<file path="src/rtl/param_stream_sink.sv">
// rtl/param_stream_sink.sv - valid/ready parameter capture RAM with 2-cycle ROM read port; optional PARAM_SINK_OVERWRITE_EN
module param_stream_sink #(
   parameter int DATA_IN_PRECISION_0       = 16,
   parameter int DATA_IN_TENSOR_SIZE_DIM_0 = 32,
   parameter int DATA_IN_PARALLELISM_DIM_0 = 1,
   parameter int DATA_IN_PARALLELISM_DIM_1 = 1,
   parameter int IN_DEPTH                  = DATA_IN_TENSOR_SIZE_DIM_0 / DATA_IN_PARALLELISM_DIM_0,
   parameter int ADDR_WIDTH                = $clog2(IN_DEPTH) + 1
) (
   input  logic                                 clk,
   input  logic                                 rst,
   input  logic [DATA_IN_PRECISION_0-1:0]       data_in [DATA_IN_PARALLELISM_DIM_0*DATA_IN_PARALLELISM_DIM_1],
   input  logic                                 data_in_valid,
   output logic                                 data_in_ready,
   input  logic                                 clear,
   output logic                                 done,
   output logic [ADDR_WIDTH-1:0]                beat_count,
   input  logic [ADDR_WIDTH-1:0]                address0,
   input  logic                                 ce0,
   output logic [DATA_IN_PRECISION_0*DATA_IN_PARALLELISM_DIM_0*DATA_IN_PARALLELISM_DIM_1-1:0] q0,
   output logic                                 overflow
);

   localparam int P     = DATA_IN_PRECISION_0;
   localparam int LANES = DATA_IN_PARALLELISM_DIM_0 * DATA_IN_PARALLELISM_DIM_1;
   localparam int W     = P * LANES;
   localparam int IDX_W = (IN_DEPTH > 1) ? $clog2(IN_DEPTH) : 1;

   typedef enum logic [0:0] {S_FILL = 1'b0, S_FULL = 1'b1} state_t;

   state_t                r_state;
   state_t                w_state_nxt;
   logic [IDX_W-1:0]      r_wr_ptr;
   logic [ADDR_WIDTH-1:0] r_beat_count;
   logic                  r_done;
   logic [W-1:0]          r_ram [IN_DEPTH];
   logic [W-1:0]          r_stage0;
   logic [W-1:0]          r_stage1;
   logic [W-1:0]          w_word;
   logic [W-1:0]          w_rd_word;
   logic [IDX_W-1:0]      w_rd_idx;
   logic                  w_ready;
   logic                  w_accept;
   logic                  w_last;

   // Pack lanes: lane j lands at bits [P*j +: P]
   always_comb begin
      w_word = '0;
      for (int j = 0; j < LANES; j++) begin
         w_word[P*j +: P] = data_in[j];
      end
   end

   // Ready per state; clear always blocks the same-cycle beat
   always_comb begin
      w_ready = 1'b0;
      case (r_state)
         S_FILL: w_ready = !clear;
`ifdef PARAM_SINK_OVERWRITE_EN
         S_FULL: w_ready = !clear;
`else
         S_FULL: w_ready = 1'b0;
`endif
         default: w_ready = 1'b0;
      endcase
   end

   assign w_accept = data_in_valid && w_ready;
   assign w_last   = (r_wr_ptr == IDX_W'(IN_DEPTH - 1));

   // Next state: the last word of a fill moves to FULL, clear returns to FILL
   always_comb begin
      w_state_nxt = r_state;
      if (clear) begin
         w_state_nxt = S_FILL;
      end else if (r_state == S_FILL && w_accept && w_last) begin
         w_state_nxt = S_FULL;
      end
   end

   // State register
   always_ff @(posedge clk or negedge rst) begin
      if (!rst) r_state <= S_FILL;
      else      r_state <= w_state_nxt;
   end

   // Write pointer, beat count and done bookkeeping
   always_ff @(posedge clk or negedge rst) begin
      if (!rst) begin
         r_wr_ptr     <= '0;
         r_beat_count <= '0;
         r_done       <= 1'b0;
      end else if (clear) begin
         r_wr_ptr     <= '0;
         r_beat_count <= '0;
         r_done       <= 1'b0;
      end else if (w_accept) begin
         r_wr_ptr <= w_last ? '0 : r_wr_ptr + 1'b1;
         if (r_beat_count != ADDR_WIDTH'(IN_DEPTH)) r_beat_count <= r_beat_count + 1'b1;
         if (w_last) r_done <= 1'b1;
      end
   end

`ifdef PARAM_SINK_OVERWRITE_EN
   logic r_overflow;

   // Sticky flag for any beat that overwrites a completed capture
   always_ff @(posedge clk or negedge rst) begin
      if (!rst)                                r_overflow <= 1'b0;
      else if (clear)                          r_overflow <= 1'b0;
      else if (w_accept && r_state == S_FULL)  r_overflow <= 1'b1;
   end

   assign overflow = r_overflow;
`else
   assign overflow = 1'b0;
`endif

   // Capture RAM write; contents survive reset and clear
   always_ff @(posedge clk) begin
      if (w_accept) r_ram[r_wr_ptr] <= w_word;
   end

   assign w_rd_idx  = address0[IDX_W-1:0];
   assign w_rd_word = (address0 < ADDR_WIDTH'(IN_DEPTH)) ? r_ram[w_rd_idx] : '0;

   // Two-stage read pipeline; old RAM word is seen on a same-address write
   always_ff @(posedge clk or negedge rst) begin
      if (!rst) begin
         r_stage0 <= '0;
         r_stage1 <= '0;
      end else if (ce0) begin
         r_stage0 <= w_rd_word;
         r_stage1 <= r_stage0;
      end
   end

   assign data_in_ready = w_ready;
   assign done          = r_done;
   assign beat_count    = r_beat_count;
   assign q0            = r_stage1;

endmodule

</file>
<file path="config.mk">
export PLATFORM = sky130hd
export DESIGN_NAME = param_stream_sink
export DESIGN_NICKNAME = d
export VERILOG_FILES = /design/src/rtl/param_stream_sink.sv
export SDC_FILE = /design/constraint.sdc
export NUM_CORES = 1
export LEC_CHECK = 0
export ABC_CLOCK_PERIOD_IN_PS = 3200
export CORE_MARGIN = 3
export CORE_UTILIZATION = 61
export CTS_BUF_LIST = sky130_fd_sc_hd__clkbuf_16
export DETAILED_ROUTE_END_ITERATION = 10
export GPL_ROUTABILITY_DRIVEN = 0
export HOLD_SLACK_MARGIN = 0.1
export PLACE_DENSITY = 0.86
export SLEW_MARGIN = 10
export SYNTH_ARGS = -nofsm -noshare
export SYNTH_HDL_FRONTEND = slang
export SYNTH_SLANG_ARGS = --single-unit
</file>
<file path="constraint.sdc">
create_clock -name clk -period 3.2 [get_ports clk]
set_clock_uncertainty 0.15 [all_clocks]
set_input_delay 0.64 -clock clk [delete_from_list [all_inputs] [get_ports clk]]
set_output_delay 0.64 -clock clk [all_outputs]
set_load 0.03 [all_outputs]
</file>
# Word-level counts from Yosys, hierarchy flattened
# Memory sizes are Yosys's and may differ from the RTL's.
# Cells that the tools add are included.
# totals
regBits,45
latchBits,0
mem_bits_rw,512
romBits,0
input_bits,27
output_inout_bits,25
memories,1
# classes
n_addsub,2
mul,0
n_div,0
order_cmp,1
n_eq_ne,2
shifts,0
n_mux,15
bitwise_logic,1
reduce_logical,10
# memory_table
name,words,word_bits,rd,rd_ports_with_merged_regs,wr,line_no,source
r_ram,32,16,1,0,1,36,logic [W-1:0] r_ram [IN_DEPTH];
# op_table
op,n
2-to-1 mux 6 bit,3
2-to-1 mux 16 bit,1
2-to-1 mux 5 bit,3
nonzero test 2 bit,4
2-to-1 mux 1 bit,7
"adder 6 x 1 -> 6 bit, second input constant",1
"< comparator 6 bit, second input constant",1
"!= test 6 bit, second input constant",1
"adder 5 x 1 -> 5 bit, second input constant",1
"== test 5 bit, second input constant",1
AND reduction 2 bit,2
logical AND 1 bit,3
one-hot mux 1 bit (2 select lines),1
logical NOT 1 bit,1
inverter 1 bit,1

# Depth between registers and ports, before layout
# Gate-level depths: netlist of run 1.
# logic_depth
depth_word,7
mapped_depth,10

# Worst setup path before layout of run 1
# OpenSTA, ideal clock, no wires.
# synth_timing
path_type,in2reg
startpoint,in clear
endpoint,"mem r_ram[30][0] (netlist name), enable pin"
arrival_time_ps,2093
required_ps,2662
setup_slack_ps,569
path_stages,4
n_path_buf,1
cell_sequence,nor3b_1 > clkbuf_1 > nand2_1 > nor2_1
# synth_between
elab_chain_len,5
# synth_lines
item,line_no,source
"start, declared",15,"input logic clear,"
logical NOT 1 bit,58,S_FILL: w_ready = !clear;
one-hot mux 1 bit (2 select lines),57,case (r_state)
logical AND 1 bit,68,assign w_accept = data_in_valid && w_ready;
2-to-1 mux 1 bit,121,if (w_accept) r_ram[r_wr_ptr] <= w_word;
2-to-1 mux 1 bit (implied by the code),121,
"end, declared",36,
# No other way between the ends.

# Final worst setup path of run 1
# layout_timing
startpoint,in clear
endpoint,out data_in_ready
# layout_between
elab_chain_len,2
# layout_lines
item,line_no,source
logical NOT 1 bit,58,
one-hot mux 1 bit (2 select lines),57,
"end, declared",14,"output logic data_in_ready,"
# No other way between the ends.

==> results by group, run 1 <==
Synth
  • Share of the synthesized area in the top cell type: 70.3%
  • Synth Area per Inst: about 19 µm²
  • Top-count cell post-synth: edfxtp_1
  • Post-Syn Area: 21,900 µm²
  • FFs w/ async S/R, synth: 8.08%
  • Syn. warnings: 0
  • Net Count, Synth: ~1,200
  • Post-Syn Instances: 1,133
  • Yosys top cell by area: edfxtp_1
  • Synth Flop Type: edfxtp_1
  • EDFF count, synth: roughly 510
  • Top cells by count, synth: 512 x edfxtp_1, 134 x mux2i_1, 64 x mux4_2, 45 x dfrtp_1, 44 x nor2_1
  • Sequential cell area fraction in the yosys report: 75.4%
  • Main area contributors after synthesis: edfxtp_1 70%, mux4_2 6.6%, mux2i_1 6.1%
  • Seq cells post-synth: 557
  • Distinct cell type count after synthesis: 42

Power and ir drop
  • VDD IR max: 0.501 mV
  • Power density over the cells: 607 nW/µm²
  • Leakage power: 8.73 nW
  • Total Power: between 0.015 and 0.02 W

Global routing
  • M1 GR Usage: 34.8%
  • Global-route wire length before repair: 73,600 µm
  • Global Route met2 Usage: 42.2%
  • GR peak layer: met2
  • Vias in the first global route: approximately 12,000
  • Global Route Usage Sum: 25.9%
  • Largest net degree at the start of global routing: 70
  • GRT overflow: 0
  • M3 GR Usage: 5.33%
  • Initial antenna violation count: 0

Worst setup path
  • CP Max Fanout: 9
  • CP peak stage delay: 680 ps
  • Worst setup SP type: input pin
  • CP most frequent cell: clkdlybuf4s50_1
  • Crit path arrival time: 2020 ps
  • Crit end category: output pin
  • Setup CP Type: input pin to output pin
  • CP required: ~2400 ps
  • Worst-path cell chain: clkdlybuf4s50_1, nor2_1, clkdlybuf4s50_1
  • Critical path's slowest cell: clkdlybuf4s50_1

Timing
  • Max Slew Vio Count: 0
  • Slew @ Worst Pin: 1080 ps
  • Fin. Hold Viols: 0
  • Slew headroom: 27.9%
  • Fin worst setup slack: 386 ps
  • Final period utilization: 87.9%
  • # setup viols final: 0
  • Post-route setup TNS: 0 ps
  • RSZ-0062 raised after global routing: no
  • Max Clk Rate: ~360 MHz
  • Tmin final: 2810 ps

Layout
  • Final nets: 1,292
  • Area grow syn2layout: 14.3%
  • Layout cells sized above 1: 22.1%
  • Ant diodes: 0
  • Final Core Density: approximately 72%

Clock network
  • CTS buffer count: 53
  • Hold Buf Count CTS: 0
  • CTS Sinks: roughly 560
  • CTS H-tree depth: 2
  • Clock root buffer: clkbuf_16
  • TritonCTS clock tree: done
  • Reg clk slew, reported paths: roughly 60 ps
  • Worst-skew pair later-pin latency: 580 ps
  • Postcts setup bufs: 0
  • Resize count post-CTS: 0
  • Max clock buf depth: 3

Route
  • Final ANT Viol Nets: 0
  • DRT Wirelength: 48,900 µm
  • 1st-pass router iterations: 6
  • DR vias/cell: about 6.5
  • Remaining DRCs: 0
  • Vias: ~11,000
  • Initial DRC Count: 1,455
  • Wire length per cell: 27.8 µm

Placement
  • I/O Buffers: 50
  • Hpwl dp: between 20,000 and 30,000 µm
  • Worst slack at placement: 137 ps

Floorplanning
  • DIE WIDTH: 195 µm
  • FP Rows: 68
  • Initial Utilization: 62.6%
  • Area of the core: 35,000 µm²
  • Die area: between 30,000 and 40,000 µm²
  • Die Y: around 200 µm
  • IO Pins: 52

Min path
  • Hold Crit Class: input pin to async pin

Outcome
  • Run status: finished clean

Job
  • Maxcap violations: 0
-- metrics by stage --
step / instance area, µm² / instances / hold WS [ps]
3_3_place_gp: 23300 / 1658 / 340
6_report: 25000 / 1756 / 99.1
3_5_place_dp: 23300 / 1658 / 345
5_1_grt: 25000 / 1756 / 150
4_1_cts: 25000 / 1756 / 109
2_1_floorplan: 21900 / 1133 / 194
-- cell usage in the layout (no fill, tap or decap), types with 2 or more instances in the layout --
master           synthesis  final
inv_1                   21     32
a221oi_1                20     20
bufinv_16                0      6
nand3_1                  7      7
clkinv_1                 0     10
dfrtp_1                 45     45
nand4_1                  2      2
mux2_4                   7      7
buf_2                    4      3
ha_1                     7      7
a221oi_2                 7      7
mux2i_1                134    134
edfxtp_1               512    512
or3b_2                   2      2
o21ai_0                  3      3
clkbuf_16                0     55
nand2_1                 27     27
and3_1                   7      7
clkinv_2                 0     14
mux4_2                  64     64
nor2b_1                  4      2
a22oi_1                  5      5
a31oi_1                  2      2
o311ai_0                 5      5
a22o_1                  27     27
o22ai_1                 16     16
nor2_1                  44     43
nor3_1                   3      3
clkdlybuf4s50_1          0     46
o221ai_1                11     11
a21oi_1                 31     31
buf_12                   2      7
buf_4                   13     80
nand3b_1                 4      4
nor2b_2                  0      2
xor2_1                   4      4
mux2_2                  37     37
-- routing by layer --
metal | up-vias | wire (µm)
met2 | 727 | 24100
met3 | 145 | 4630
met5 | - | 0
li1 | 4830 | -
met4 | 0 | 2020
met1 | 5773 | 18100
-- sequential cells by signal (all words and copies together) (netlist names) --
name and flops:
done 1, r_stage0 16, q0 16, r_wr_ptr 5, r_state 1, r_ram 512, beat_count 6
-- worst paths after layout --
path,from,endpoint,slack [ps],depth (start not counted)
min,rst,beat_count[4],100,1
min reg2reg,q0[15],q0[15],360,1
max reg2reg,r_ram[11][8],r_stage0[8],940,5
max,clear,data_in_ready,390,3
min in group clk,q0[15],q0[15],360,1
max in group asynchronous,rst,q0[9],2120,1
-- layout make-up --
class / count / area, µm²
sequential: 557 / 16500
clock buffer: 55 / 1380
inverter: 21 / 78.8
fill: 1961 / 9950
tap: 455 / 569
multi-input combinational: 488 / 4910
clock inverter: 43 / 347
timing repair buffer: 137 / 1230
-- worst max-delay path: cells and delay by family --
kind / cells / cell delay [ps]
buf+inv: 2 / 1230
simple gates: 1 / 160
-- cells by family (layout without fill, tap and decap cells) --
logic type | after synthesis | in the layout | share of synthesized area [%]
buffers and inverters | 88 | 256 | 2.18
and+or+nand+nor | 106 | 106 | 2.23
adders and majority gates | 7 | 7 | 0.400
DFF | 557 | 557 | 75.4
muxes | 242 | 242 | 15.1
xor gates and xnor gates | 4 | 4 | 0.160
AOI/OAI and AO/OA | 128 | 128 | 4.50
other | 1 | 1 | 0.0171
-- report_power, final --
| part | internal (W) | switching (W) | leakage [nW] |
|---|---|---|---|
| combinational | 0.000380 | 0.000573 | 2.63 |
| sequential | 0.00802 | 0.0000526 | 5.20 |
| clock | 0.00358 | 0.00257 | 0.900 |
Note: power is estimated with default switching activity, not from simulation.
==> inputs of run 2 (changes only) <==
--- a/config.mk
+++ b/config.mk
@@ -9,6 +9,7 @@
 export CORE_MARGIN = 3
 export CORE_UTILIZATION = 61
 export CTS_BUF_LIST = sky130_fd_sc_hd__clkbuf_16
+export CTS_CLUSTER_SIZE = 10
 export DETAILED_ROUTE_END_ITERATION = 10
 export GPL_ROUTABILITY_DRIVEN = 0
 export HOLD_SLACK_MARGIN = 0.1
==> results by group, run 2 (synthesis gave the netlist of run 1 again) <==
Layout
  • Final nets: 1,305 (+1.0%)
  • Layout cells sized above 1: 22.0% (-0.12 points)
  • Ant diodes: 0 (unchanged)
  • Fillcell total: 1,919 (-2.1%)
  • Post-Layout Cell Count: 1,754 (-0.11%)
  • Flip-flop count of the largest register after layout: 512 (unchanged)
  • Area grow syn2layout: 15.1%
  • Final Core Density: 72.0% (+0.46 points)
  • Leading cell types in the layout, fill and taps excluded: 512 x edfxtp_1, 134 x mux2i_1, 80 x buf_4
  • Post-route cell area: 25,200 µm² (+0.65%)
  • Reg with most FFs: r_ram
  • Most common cell after layout, fill and taps aside: edfxtp_1

Global routing
  • Global-route wire length before repair: 74,700 µm (+1.4%)
  • Vias in the first global route: 12,000 (+2.1%)
  • Largest net degree at the start of global routing: 70 (unchanged)
  • GRT overflow: 0 (unchanged)
  • Global Route Usage Sum: 26.3% (+0.41 points)
  • Initial antenna violation count: 1 (+1)

Power and ir drop
  • Internal power: 0.0123 W (+2.3%)
  • VDD IR max: 0.448 mV (-11%)
  • Net switching power: 0.00332 W (+4.0%)
  • Clock power frac: 42.0% (+1.5 points)
  • Power density over the cells: 619 nW/µm² (+2.0%)
  • Leakage power: 8.82 nW (+1.1%)
  • Comb pwr share: 6.1% (-0.2 points)
  • Sw frac: 21.3% (+0.27 points)
  • Register share of total power: 51.9% (-1.3 points)

Timing
  • Max Clk Rate: 355 MHz (about the same)
  • Tmin final: 2820 ps (+0.985 ps)
  • Max Slew Vio Count: 0 (unchanged)
  • Post-route setup TNS: 0 ps (unchanged)
  • Fin. Hold Viols: 0 (unchanged)
  • RSZ-0062 raised after global routing: no
  • Slew headroom: 28.4% (+0.52 points)
  • Final period utilization: 88.0% (about the same)
  • Slew @ Worst Pin: 1070 ps (-7.76 ps)
  • Worst Hold Margin: 110 ps (+11.3 ps)
  • # setup viols final: 0 (unchanged)

Route
  • Initial DRC Count: 1,373 (-5.6%)
  • Vias: 11,700 (+1.9%)
  • Remaining DRCs: 0 (unchanged)
  • Final ANT Viol Nets: 0 (unchanged)
  • 1st-pass router iterations: 6 (unchanged)
  • DRT Wirelength: 49,700 µm (+1.6%)
  • DR vias/cell: 6.67 (+2.0%)
  • Wire length per cell: 28.3 µm (+1.7%)

Clock network
  • Hold Buf Count CTS: 0 (unchanged)
  • Reg clk slew, reported paths: 60 ps (about the same)
  • CTS buffer count: 66 (+25%)
  • Resize count post-CTS: 0 (unchanged)
  • Clock root buffer: clkbuf_16
  • CTS H-tree depth: 3 (+1)
  • Worst-skew pair later-pin latency: 570 ps (about the same)
  • CTS Sinks: 557 (unchanged)
  • TritonCTS clock tree: done
  • Max clock buf depth: 3 (unchanged)
  • Postcts setup bufs: 0 (unchanged)

Placement
  • Hpwl dp: 27,500 µm (unchanged)
  • I/O Buffers: 50 (unchanged)
  • DP Area: 23,300 µm² (unchanged)
  • Dpl cells: 1,658 (unchanged)

Worst setup path
  • Setup CP Type: input pin to output pin
  • Reg2reg path depth: 5 (unchanged)
  • Worst setup SP type: input pin
  • Reg2Reg Capture Point: r_stage0[8]
  • R2r setup slk: 920 ps (-20 ps)
  • CP Max Fanout: 9 (unchanged)
  • Reg-to-reg startpoint: r_ram[12][8]
  • Crit path arrival time: 2030 ps (about the same)
  • Crit end category: output pin
  • CP required: 2410 ps (about the same)

Floorplanning
  • Die Y: 195 µm (unchanged)
  • DIE WIDTH: 195 µm (unchanged)
  • Area of the core: 35,000 µm² (unchanged)
  • IO Pins: 52 (unchanged)
  • Initial Utilization: 62.6% (unchanged)
  • Die area: 38,200 µm² (unchanged)
  • FP Rows: 68 (unchanged)

Job
  • Maxcap violations: 0 (unchanged)

Min path
  • Hold Crit Class: input pin to async pin

Outcome
  • Run status: finished clean
==> run 2: per-stage QoR <==
stage | worst slack, ps | total power [W]
after floorplan | 569 | 0.00874
after global placement | 276 | 0.00912
after detailed placement | 137 | 0.00916
after CTS | 387 | 0.0157
after global routing | 335 | 0.0160
final | 385 | 0.0156
==> run 2: worst max path at each step <==
stage                     slack (ps)  cells after the start            end        start
after floorplan                  570                      4   r_ram[30][0]        clear
after detailed placement         140                      7    r_stage0[8]  address0[0]
final                            380                      3  data_in_ready        clear
after CTS                        390                      3  data_in_ready        clear
after global placement           280                      6    r_stage0[8]  address0[0]
after global routing             340                      3  data_in_ready        clear
==> run 2: cell type report <==
| type | instances | area, µm² | area share [%] |
|---|---|---|---|
| tap | 455 | 569 | 2.26 |
| timing repair buffer | 137 | 1230 | 4.89 |
| clock inverter | 27 | 158 | 0.626 |
| multi-input combinational | 488 | 4910 | 19.5 |
| clock buffer | 69 | 1730 | 6.86 |
| inverter | 21 | 78.8 | 0.313 |
| sequential | 557 | 16500 | 65.5 |
==> run 2: layer usage <==
layer,global-route usage (%),up-vias,wire length (µm)
met5,0,-,16
met4,11.7,2,2260
met3,4.74,160,4680
met2,42.8,791,24500
met1,35.4,5906,18200
li1,-,4832,-
==> run 2: worst max-delay path, cell delays in order <==
cell             delay, ps
clkdlybuf4s50_1        550
nor2_1                 160
clkdlybuf4s50_1        680
==> run 2: power by group through the flow <==
stage / clock network [W] / logic (W) / registers (W)
2_1_floorplan: 0 / 0.000465 / 0.00827
3_3_place_gp: 0 / 0.000903 / 0.00822
3_5_place_dp: 0 / 0.000936 / 0.00822
4_1_cts: 0.00663 / 0.000949 / 0.00808
5_1_grt: 0.00695 / 0.000999 / 0.00808
6_report: 0.00655 / 0.000952 / 0.00808
==> edit (flow settings as in run 1) <==
`DATA_IN_PRECISION_0`: 16 -> 15.
--- a/src/rtl/param_stream_sink.sv
+++ b/src/rtl/param_stream_sink.sv
@@ -1,6 +1,6 @@
 // rtl/param_stream_sink.sv - valid/ready parameter capture RAM with 2-cycle ROM read port; optional PARAM_SINK_OVERWRITE_EN
 module param_stream_sink #(
-   parameter int DATA_IN_PRECISION_0       = 16,
+   parameter int DATA_IN_PRECISION_0       = 15,
    parameter int DATA_IN_TENSOR_SIZE_DIM_0 = 32,
    parameter int DATA_IN_PARALLELISM_DIM_0 = 1,
    parameter int DATA_IN_PARALLELISM_DIM_1 = 1,
Interface: changed (resized data_in and q0); port bits go from 52 to 50. The function was not compared with the original's and may differ.
==> edit against run 1 <==
Sequential cell count decreased by 34. Highest routed layer unchanged. Critical path depth increased by 1. Critical path type unchanged. Clock power decreased by 8.9%. Design area decreased by 5.5%. Largest cell class unchanged. Routed wire length decreased by 7.0%. Register-to-register slack got worse by 100 ps. Count of clock-buffer cells in the layout decreased by 4. Die area decreased by 5.7%. Area after synthesis decreased by 5.9%. Largest power group unchanged. Sequential share of layout area decreased by 0.42 points. Final cell count decreased by 4.7%. Worst setup slack got worse by 7.3 ps. Total power decreased by 7.3%.
==> edit: results (changes against run 1) <==
The run finished with clean final reports. The run gives 75.2% (-0.20 points) as the sequential area share after synthesis. The highest net fanout along the worst path was 15 (+6). The number of buffers added on ports is 48 (-4.0%).

The static power due to leakage was 0.00826 uW (-5.4%); the largest net degree at the start of global routing was 46 (-34%). The tools report the number of setup buffers added after CTS as 0 (unchanged). Post-synthesis async set-or-reset flop share: 8.22% (+0.14 points). Number of levels in the clock H-tree: 2 (unchanged).

In the synthesized netlist, the cells that appear most often are edfxtp_1 (480), mux2i_1 (125), nor2_1 (44). For this run, the slowest stage of the critical path takes 670 ps. Cell count of the worst reg-to-reg path: 5 (unchanged).

The cell sitting at the root of the clock tree is a clkbuf_16. The tools report the maximum buffer depth of the clock tree as 3 (unchanged). The most critical setup path has its endpoint at data_in_ready. Ranked by flip-flop count, first place goes to r_ram. The clock latency at the later pin of the worst-skew pair was 550 ps (-30 ps); the number of clock buffers inserted by TritonCTS was 49 (-7.5%). The family of cells with the greatest summed delay on the critical path was buffers and inverters. The worst register-to-register path ends at r_ram[1][11]$_DFFE_PP_. The tools report the initial antenna violation count as 0 (unchanged). The wire length per cell after detailed routing came out at 27.2 microns (-2.5%).

Among all stages on the critical path, the largest delay is contributed by clkdlybuf4s50_1. The worst reg-to-reg setup slack is 840 ps (-100 ps), and the post-synth net total is 1099 (-5.8%). In this run the worst hold path is classified as primary input to asynchronous set/reset pin.

The actual transition at the worst max-transition pin is 1030 ps (-47.3 ps). The post-cts gate resize count came out at 0 (unchanged). Via density per instance: 6.47 (-1.0%). The highest clock rate is 0.354 GHz (-0.26%). Launch instance of the worst register-to-register path: r_state$_DFFE_PN0P_. The fraction of final layout cells sized beyond drive strength 1 works out to 21.1% (-1.0 points).

The number of flip-flops under the largest register name works out to 480 (-6.3%). The logs give 10900 (-7.2%) for the via count of the first global-routing pass and 122 ps (+22.8 ps) for the worst hold margin. The logs give 41 (-2.4%) for the count of distinct cell types in the synthesized netlist and 0 (unchanged) for the total congestion overflow. The switching power came out at 2990 uW (-6.6%). The highest ir drop seen on vdd was 0.476 mV (-4.9%). In the post-synthesis netlist, the biggest area contributors are edfxtp_1 (70%), mux2i_1 (6.1%), dfrtp_1 (5.2%). The total number of yosys warnings is 0 (unchanged). The run gives 5 (-1) as the number of detailed-routing iterations run before antenna repair. The tools report the number of fillers in the final layout as 1906 (-2.8%). The critical path starts at clear. The run gives 25.6% (-0.26 points) as the total routing usage reported by global routing. The tools report the final net count as 1228 (-5.0%). The clock-pin slew on the worst setup and hold paths is 60 ps (about the same), and the antenna diode count is 0 (unchanged). Starting DRC count in detailed routing: 1540 (+5.8%). Critical path arrival: 2030 ps. The run gives 26.2 mm (-4.6%) as the post-DP HPWL.

The predominant post-synthesis flop cell was edfxtp_1. For the worst setup slack before clock tree synthesis, the log shows 182 ps (+45.4 ps). The wire length of the first global-routing pass was 68.6 mm (-6.9%).

The number of synthesized flops with an enable pin is 480 (-6.3%).
[edit: changes by cell type in the layout (fill, tap and decap cells not counted), moves of 7 or more]
cell      change
mux4_1       +17
mux2_4        -7
clkinv_2      -9
edfxtp_1     -32
mux2i_1       -9
mux4_2       -21
[edit: logic make-up (layout without fill, tap and decap cells)]
| logic type | Yosys count | after routing | synth area share, % |
|---|---|---|---|
| adder cells (fa/ha/maj) | 7 | 7 | 0.425 |
| AND/OR/NAND/NOR | 101 | 101 | 2.26 |
| flip-flops | 523 | 523 | 75.2 |
| other | 1 | 1 | 0.0182 |
| multiplexers | 227 | 227 | 15.2 |
| buffers and inverters | 81 | 247 | 2.02 |
| XOR/XNOR | 4 | 4 | 0.170 |
| AO/OA/AOI/OAI | 122 | 122 | 4.65 |
[edit: final cells by class]
class                      instances  share of cell area (%)
inverter                          20                   0.318
clock buffer                      51                    5.40
tap                              442                    2.34
multi-input combinational        462                    19.9
sequential                       523                    65.5
timing repair buffer             139                    5.36
clock inverter                    37                    1.16
[edit: metal layers]
layer | global-route usage [%] | vias to the layer above | part of all wire, %
li1 | - | 4565 | -
met4 | 8.13 | 0 | 3.4
met1 | 35.6 | 5491 | 38
met2 | 42.5 | 662 | 50
met3 | 4.26 | 112 | 9.0
met5 | 0 | - | 0
[edit: per-stage QoR]
stage	std cells	util, %	cell area, sq um
floorplan	1066	-	20600
global placement	1586	67.2	22100
detailed placement	1586	67.2	22100
CTS	1674	71.9	23600
global route	1674	71.9	23600
finish	1674	71.9	23600
[edit: power groups by stage]
stage / sequential [uW] / combinational, uW / clock, uW
final: 7580 / 899 / 5600
after global routing: 7580 / 945 / 5940
after CTS: 7570 / 894 / 5660
after detailed placement: 7720 / 886 / 0
after global placement: 7710 / 856 / 0
after floorplan: 7760 / 428 / 0
